===== config.mk =====
export PLATFORM = sky130hd
export DESIGN_NAME = vga_fb_arbiter
export DESIGN_NICKNAME = d
export VERILOG_FILES = /design/src/rtl/vga_fb_arbiter.sv
export SDC_FILE = /design/constraint.sdc
export NUM_CORES = 1
export LEC_CHECK = 0
export ABC_AREA = 1
export BUFFER_PORTS_ARGS = -buffer_cell sky130_fd_sc_hd__buf_4
export CAP_MARGIN = 20
export CORE_UTILIZATION = 47
export DETAILED_ROUTE_END_ITERATION = 10
export PLACE_DENSITY = 0.78
export SYNTH_ARGS = -nofsm -noshare
export SYNTH_HDL_FRONTEND = slang
export SYNTH_SLANG_ARGS = --single-unit

===== constraint.sdc =====
create_clock -name clk25MHz -period 3.2 [get_ports clk25MHz]
set_clock_uncertainty 0.15 [all_clocks]
set_input_delay 0.32 -clock clk25MHz [delete_from_list [all_inputs] [get_ports clk25MHz]]
set_output_delay 0.32 -clock clk25MHz [all_outputs]
set_load 0.005 [all_outputs]

===== src/rtl/vga_fb_arbiter.sv =====
// vga_fb_arbiter: shares one single-port 160x120x3 framebuffer between VGA scan-out and a drawing writer.
// Optional frame-clear engine is built when the FB_CLEAR_EN macro is defined.
module vga_fb_arbiter #(
  parameter int H_ACTIVE = 640,
  parameter int V_ACTIVE = 480,
  parameter int H_TOTAL  = 800,
  parameter int V_TOTAL  = 525,
  parameter int FB_W     = 160,
  parameter int FB_H     = 120,
  parameter int ADDR_W   = 15
) (
  input  logic              clk25MHz,
  input  logic              rst_n,
  input  logic [9:0]        hcount,
  input  logic [9:0]        vcount,
  output logic [2:0]        rgb_out,
  input  logic              wr_valid,
  output logic              wr_ready,
  input  logic [7:0]        wr_x,
  input  logic [6:0]        wr_y,
  input  logic [2:0]        wr_data,
  output logic              wr_drop,
  input  logic              clear_req,
  input  logic [2:0]        clear_color,
  output logic              clear_busy,
  output logic              clear_done,
  output logic [ADDR_W-1:0] ram_addr,
  output logic              ram_we,
  output logic [2:0]        ram_wdata,
  input  logic [2:0]        ram_rdata
);

  logic [9:0]        tgt_line;
  logic [9:0]        tgt_col;
  logic              line_wrap;
  logic              fetch_slot;
  logic              fetch_d;
  logic [2:0]        pix_latch;
  logic [ADDR_W-1:0] fetch_addr;
  logic [ADDR_W-1:0] wr_addr;
  logic              wr_in_range;
  logic              wr_xfer;
  logic              clr_we;
  logic [ADDR_W-1:0] clr_addr_q;
  logic [2:0]        clr_color_q;

  // Fetch runs two pixels ahead; the slot at H_TOTAL-2 prefetches block 0 of the next line.
  always_comb begin
    line_wrap = (hcount == 10'(H_TOTAL - 2));
    tgt_line  = vcount;
    tgt_col   = hcount + 10'd2;
    if (line_wrap) begin
      tgt_line = (vcount == 10'(V_TOTAL - 1)) ? 10'd0 : vcount + 10'd1;
      tgt_col  = 10'd0;
    end
    fetch_slot = (hcount[1:0] == 2'b10)
               && ((hcount < 10'(H_ACTIVE - 2)) || line_wrap)
               && (tgt_line < 10'(V_ACTIVE));
  end

  assign fetch_addr  = ADDR_W'(tgt_line[9:2]) * ADDR_W'(FB_W) + ADDR_W'(tgt_col[9:2]);
  assign wr_addr     = ADDR_W'(wr_y) * ADDR_W'(FB_W) + ADDR_W'(wr_x);
  assign wr_in_range = (wr_x < 8'(FB_W)) && (wr_y < 7'(FB_H));
  assign wr_ready    = rst_n && !fetch_slot && !clear_busy;
  assign wr_xfer     = wr_valid && wr_ready;

  always_comb begin
    ram_addr  = '0;
    ram_we    = 1'b0;
    ram_wdata = 3'd0;
    if (rst_n) begin
      if (fetch_slot) begin
        ram_addr = fetch_addr;
      end else if (clr_we) begin
        ram_addr  = clr_addr_q;
        ram_we    = 1'b1;
        ram_wdata = clr_color_q;
      end else if (wr_xfer && wr_in_range) begin
        ram_addr  = wr_addr;
        ram_we    = 1'b1;
        ram_wdata = wr_data;
      end
    end
  end

  always_ff @(posedge clk25MHz) begin
    if (!rst_n) begin
      fetch_d   <= 1'b0;
      pix_latch <= 3'd0;
      rgb_out   <= 3'd0;
      wr_drop   <= 1'b0;
    end else begin
      fetch_d <= fetch_slot;
      if (fetch_d) begin
        pix_latch <= ram_rdata;
      end
      rgb_out <= ((hcount < 10'(H_ACTIVE)) && (vcount < 10'(V_ACTIVE))) ? pix_latch : 3'd0;
      wr_drop <= wr_xfer && !wr_in_range;
    end
  end

`ifdef FB_CLEAR_EN
  // state    | meaning
  // ST_IDLE  | writer owns every non-fetch cycle; clear_req starts a sweep
  // ST_CLEAR | every non-fetch cycle writes clr_color_q to clr_addr_q, writer blocked
  typedef enum logic {ST_IDLE, ST_CLEAR} state_t;

  state_t state;
  state_t state_nxt;
  logic   clr_last;

  assign clr_last = (clr_addr_q == ADDR_W'(FB_W * FB_H - 1));

  always_ff @(posedge clk25MHz) begin
    if (!rst_n) begin
      state <= ST_IDLE;
    end else begin
      state <= state_nxt;
    end
  end

  always_comb begin
    state_nxt = state;
    case (state)
      ST_IDLE:  if (clear_req) state_nxt = ST_CLEAR;
      ST_CLEAR: if (clr_we && clr_last) state_nxt = ST_IDLE;
      default:  state_nxt = ST_IDLE;
    endcase
  end

  always_comb begin
    clear_busy = (state == ST_CLEAR);
    clr_we     = (state == ST_CLEAR) && !fetch_slot;
  end

  always_ff @(posedge clk25MHz) begin
    if (!rst_n) begin
      clr_addr_q  <= '0;
      clr_color_q <= 3'd0;
      clear_done  <= 1'b0;
    end else begin
      clear_done <= clr_we && clr_last;
      if ((state == ST_IDLE) && clear_req) begin
        clr_addr_q  <= '0;
        clr_color_q <= clear_color;
      end else if (clr_we) begin
        clr_addr_q <= clr_addr_q + ADDR_W'(1);
      end
    end
  end
`else
  logic unused_clear;

  assign unused_clear = ^{clear_req, clear_color};
  assign clear_busy   = 1'b0;
  assign clear_done   = 1'b0;
  assign clr_we       = 1'b0;
  assign clr_addr_q   = '0;
  assign clr_color_q  = 3'd0;
`endif

endmodule


# Word-level counts from Yosys, hierarchy flattened
# Index checks and enable logic that the tools add are counted.
[word_totals]
output_inout_bits = 26
ff_bits = 8
elab_cells = 43
inputBits = 48
[op_classes]
mux = 12
reduce_logical = 12
n_mul = 2
n_addsub = 4
n_lt_le_gt_ge = 6
n_eq_ne = 3
[op_table]
columns = ["cell", "count"]
rows = [
  ["two-way mux 15 bit", 3],
  ["adder 15 x 8 -> 15 bit", 2],
  ["two-way mux 10 bit", 3],
  ["== test 10 bit, second input constant", 2],
  ["less-than comparator 10 bit, second input constant", 2],
  ["less-than comparator 10 x 9 -> 1 bit, second input constant", 2],
  ["adder 10 x 1 -> 10 bit, second input constant", 1],
  ["adder 10 x 2 -> 10 bit, second input constant", 1],
  ["multiplier 7 x 3 -> 10 bit, second input constant", 1],
  ["multiplier 8 x 3 -> 10 bit, second input constant", 1],
  ["two-way mux 3 bit", 3],
  ["logical AND 1 bit", 8],
  ["less-than comparator 8 bit, second input constant", 1],
  ["less-than comparator 7 bit, second input constant", 1],
  ["two-way mux 1 bit", 3],
  ["== test 2 bit, second input constant", 1],
  ["logical NOT 1 bit", 2],
  ["AND reduction 2 bit", 1],
  ["logical OR 1 bit", 1],
]

# Logic depth before layout (Yosys ltp)
[depth]
depth_word = 12
depth_mapped = 22
ltp_nobuf = 22

# Worst setup path before layout
# No wires, ideal clock.
[synth_path]
path_type = "in2out"
start = "input port hcount[6]"
end = "output port ram_addr[14]"
path_slack_ps = -370
arrival_ps = 3100
n_path_buf = 0
stages = 21
required_ps = 2730
cell_sequence = "inv_1 > nand2_1 > nor2_4 > nand3_2 > nor2_1 > nand2_1 > nand3_1 > inv_1 > ha_1 > ha_1 > inv_1 > fa_1 > o21ai_0 > a21o_1 > a21oi_1 > or2_2 > nand2_1 > nand2_1 > nand3_1 > nand2_1 > nor2_1"
[synth_between]
elab_chain_cells = 11
elab_cells_between_ends = 18
classes_between = "add/sub: 2; mul: 1; order compare: 2; eq/ne: 1; mux: 5; reduce/logical: 7"
[synth_rtl]
columns = ["item", "line", "source"]
rows = [
  ["start: declaration", "14", "input logic [9:0] hcount,"],
  ["parallel branches: the longest is 9 deep, another holds adder 15 x 8 -> 15 bit", "-", ""],
  ["two-way mux 15 bit *", "72", "if (fetch_slot) begin"],
  ["two-way mux 15 bit *", "71", "if (rst_n) begin"],
  ["end: declaration", "27", "output logic [ADDR_W-1:0] ram_addr,"],
]
# Mark *: on every way between the ends.

# Worst setup path after layout
[layout_path]
start = "input port hcount[7]"
end = "output port ram_addr[13]"
# Same word-level chain as after synthesis.

==> impl_metrics.ini <==
[finish]
antenna_cells = 0
fin_area_um2 = 3610
drive_above_1_share_pct = 41.5
syn2layout_area_growth_pct = 63.1
nets = 603
final_util_pct = 81.2
layout.cells.non_filler = 572

[global_routing]
use_met3_pct = 3.85
grt_pass1_vias = 2861
busiest_layer = met2
grt_pass1_wl_mm = 11.7
grt_max_degree = 17
grt_use_met2_pct = 57.2
grt.total_usage_pct = 28.3
gr-usage-met1_pct = 31.4
overflow = 0
antenna_found_initial = 0

[routing]
wl_per_cell_um = 12.4
remaining_drc_errors = 3
vias_per_cell = 5.13
num_vias = 2934
routed_wl_mm = 7.11
ant_nets = 0
first_pass_iters = 8
drt_iter0_drc = 99

[die]
die_w_um = 70.6
ioPinCount = 74
die_area_um2 = 4990
coreArea_um2 = 4440
rows = 24
die_h_um = 70.6
start_util_pct = 49.8

[synthesis]
synthMostInstantiatedCell = nand2_1
synth_flop_cell = dfxtp_1
yosys_warnings = 0
ys_types = 32
synth_common_cells = nand2_1, nor2_1, inv_1
synth_cells = 381
async_reset_ff_share_pct = 0
syn_area_um2 = 2210
seq_area_frac_synth_pct = 7.24
ys_top_cells_by_area = ha_1, nand2_1, nor2_1, inv_1, dfxtp_1
synth_edf_count = 0
synth_seq_cells = 8
synth_top_area_share_pct = 16.4
yosys.area.top_type = ha_1
syn_area_per_cell_um2 = 5.81

[pwr]
ir_drop_v = 0.000148
power.density_nw_per_um2 = 215
p_leak_uw = 0.00198

[place]
gp_congestion = 0.889
post_dp_cell_area_um2 = 3240
numPortBuffers = 67
dp_hpwl_mm = 5.05
place_inst = 550

[timing]
whs_ns = 0.211
rsz0062_at_grt = yes
finalSetupViolations = 8
finalCritPeriodShare_pct = 118
hold_viol_final = 0
finalCriticalPeriod_ns = 3.77
drv_slew = 0
fmax_mhz = 265
fin_ws_ns = -0.570

[setup_path]
crit_fanout = 5
reg2reg_setup_slack_ns = 2.15
r2r-start = fetch_d
worstSetupPathType = in -> out
endpoint_kind = primary output
worstSetupStartpointType = primary input
crit_start = hcount[7]
crit_arrival_ns = 3.30
r2r_cells = 3
worst-endpoint-required_ns = 2.73

[cts]
h-tree-depth = 1
cts_sinks = 8
holdBufCountCts = 0
clk_latency_ns = 0.24
cts_tree = done
path_clk_slew_ns = 0.04
cts-root-buf = clkbuf_8
cts_buffers = 3
clockBufferDepth = 2

[flow_run]
cap_violations = 0

[status]
violations = DRC, setup timing
status = finished with violations

[hold_path]
holdPathStages = 3
hp-class = in -> reg
hold_start = wr_valid
[cells in the final DEF, fill, tap and decap left out, types with 3 or more instances in the layout]
cell      instances
buf_6             5
dfxtp_1           8
xor2_1            8
nor2_4            6
inv_2             9
buf_4           133
ha_1             26
nor2_1           66
nand4_1           6
nand3_2           4
nand2_4           3
a21oi_2           4
nand3_1          18
clkbuf_8          3
inv_1            51
xnor2_1           4
a21o_1            3
nor2_2           15
nand2_1          79
nand2_2           9
a21oi_1          16
o21ai_0           5
[registers in the layout, indices dropped and copies added (netlist names)]
signal	count
wr_drop	1
pix_latch	3
rgb_out	3
fetch_d	1
[path summary, 6_finish.rpt]
path	to
setup / recovery	ram_addr[13]
hold / removal	wr_drop
setup reg to reg	pix_latch[2]
hold reg to reg	rgb_out[0]
[power breakdown]
part | leakage (uW) | switching, uW | internal [uW] | total, uW
combinational | 0.00189 | 285 | 260 | 545
sequential | 0.0000648 | 0.519 | 102 | 103
clock | 0.0000216 | 45.1 | 82.0 | 127
[cells by family after synthesis]
| kind of cell | synth area share, % |
|---|---|
| AOI/OAI and AO/OA | 8.88 |
| xor gates and xnor gates | 5.54 |
| other | 0.170 |
| DFF | 7.24 |
| and+or+nand+nor | 45.9 |
| buffers and inverters | 12.2 |
| adders and majority gates | 20.0 |
[cell type report]
class | count | area (um^2)
Timing Repair Buffer | 139 | 1070
Inverter | 64 | 258
Tap cell | 52 | 65.1
Fill cell | 293 | 836
Sequential cell | 8 | 160
Clock buffer | 3 | 41.3
Multi-Input combinational cell | 306 | 2010
[per-stage QoR]
stage | setup WS [ns] | setup TNS, ns | power (uW)
CTS | -0.372 | -1.65 | 720
detailed placement | -0.485 | -2.35 | 548
finish | -0.570 | -3.04 | 775
global placement | -0.452 | -2.15 | 535
global route | -0.726 | -4.13 | 832
floorplan | 0.00473 | 0 | 373
[critical path: stages]
cell,delay (ns)
buf_6,0.11
inv_8,0.04
nand2_4,0.04
nor2_4,0.18
nand2_2,0.08
nor2_2,0.18
nand3_2,0.13
nand3_2,0.11
inv_2,0.06
ha_4,0.26
ha_4,0.12
inv_2,0.04
fa_2,0.46
xnor2_4,0.26
inv_2,0.06
nor2_1,0.12
nand2_1,0.11
nor2_2,0.15
nand2_1,0.06
nand2_1,0.08
nor2_1,0.04
nor2_1,0.08
nor2_1,0.04
buf_4,0.15
[per-layer routing]
layer	vias to the layer above	share of wire, %	wire length (um)
met4	0	1.6	114
met2	110	53	3780
li1	1474	-	-
met3	18	4.9	350
met1	1332	40	2870
met5	-	0	0
[what timing repair did]
action / in CTS / in global routing
resized for setup: 31 / 21
pin swaps: 28 / 26
setup buffers: 14 / 5
endpoints found under the setup margin: 7 / 8
Note: power is estimated with default switching activity, not from simulation.
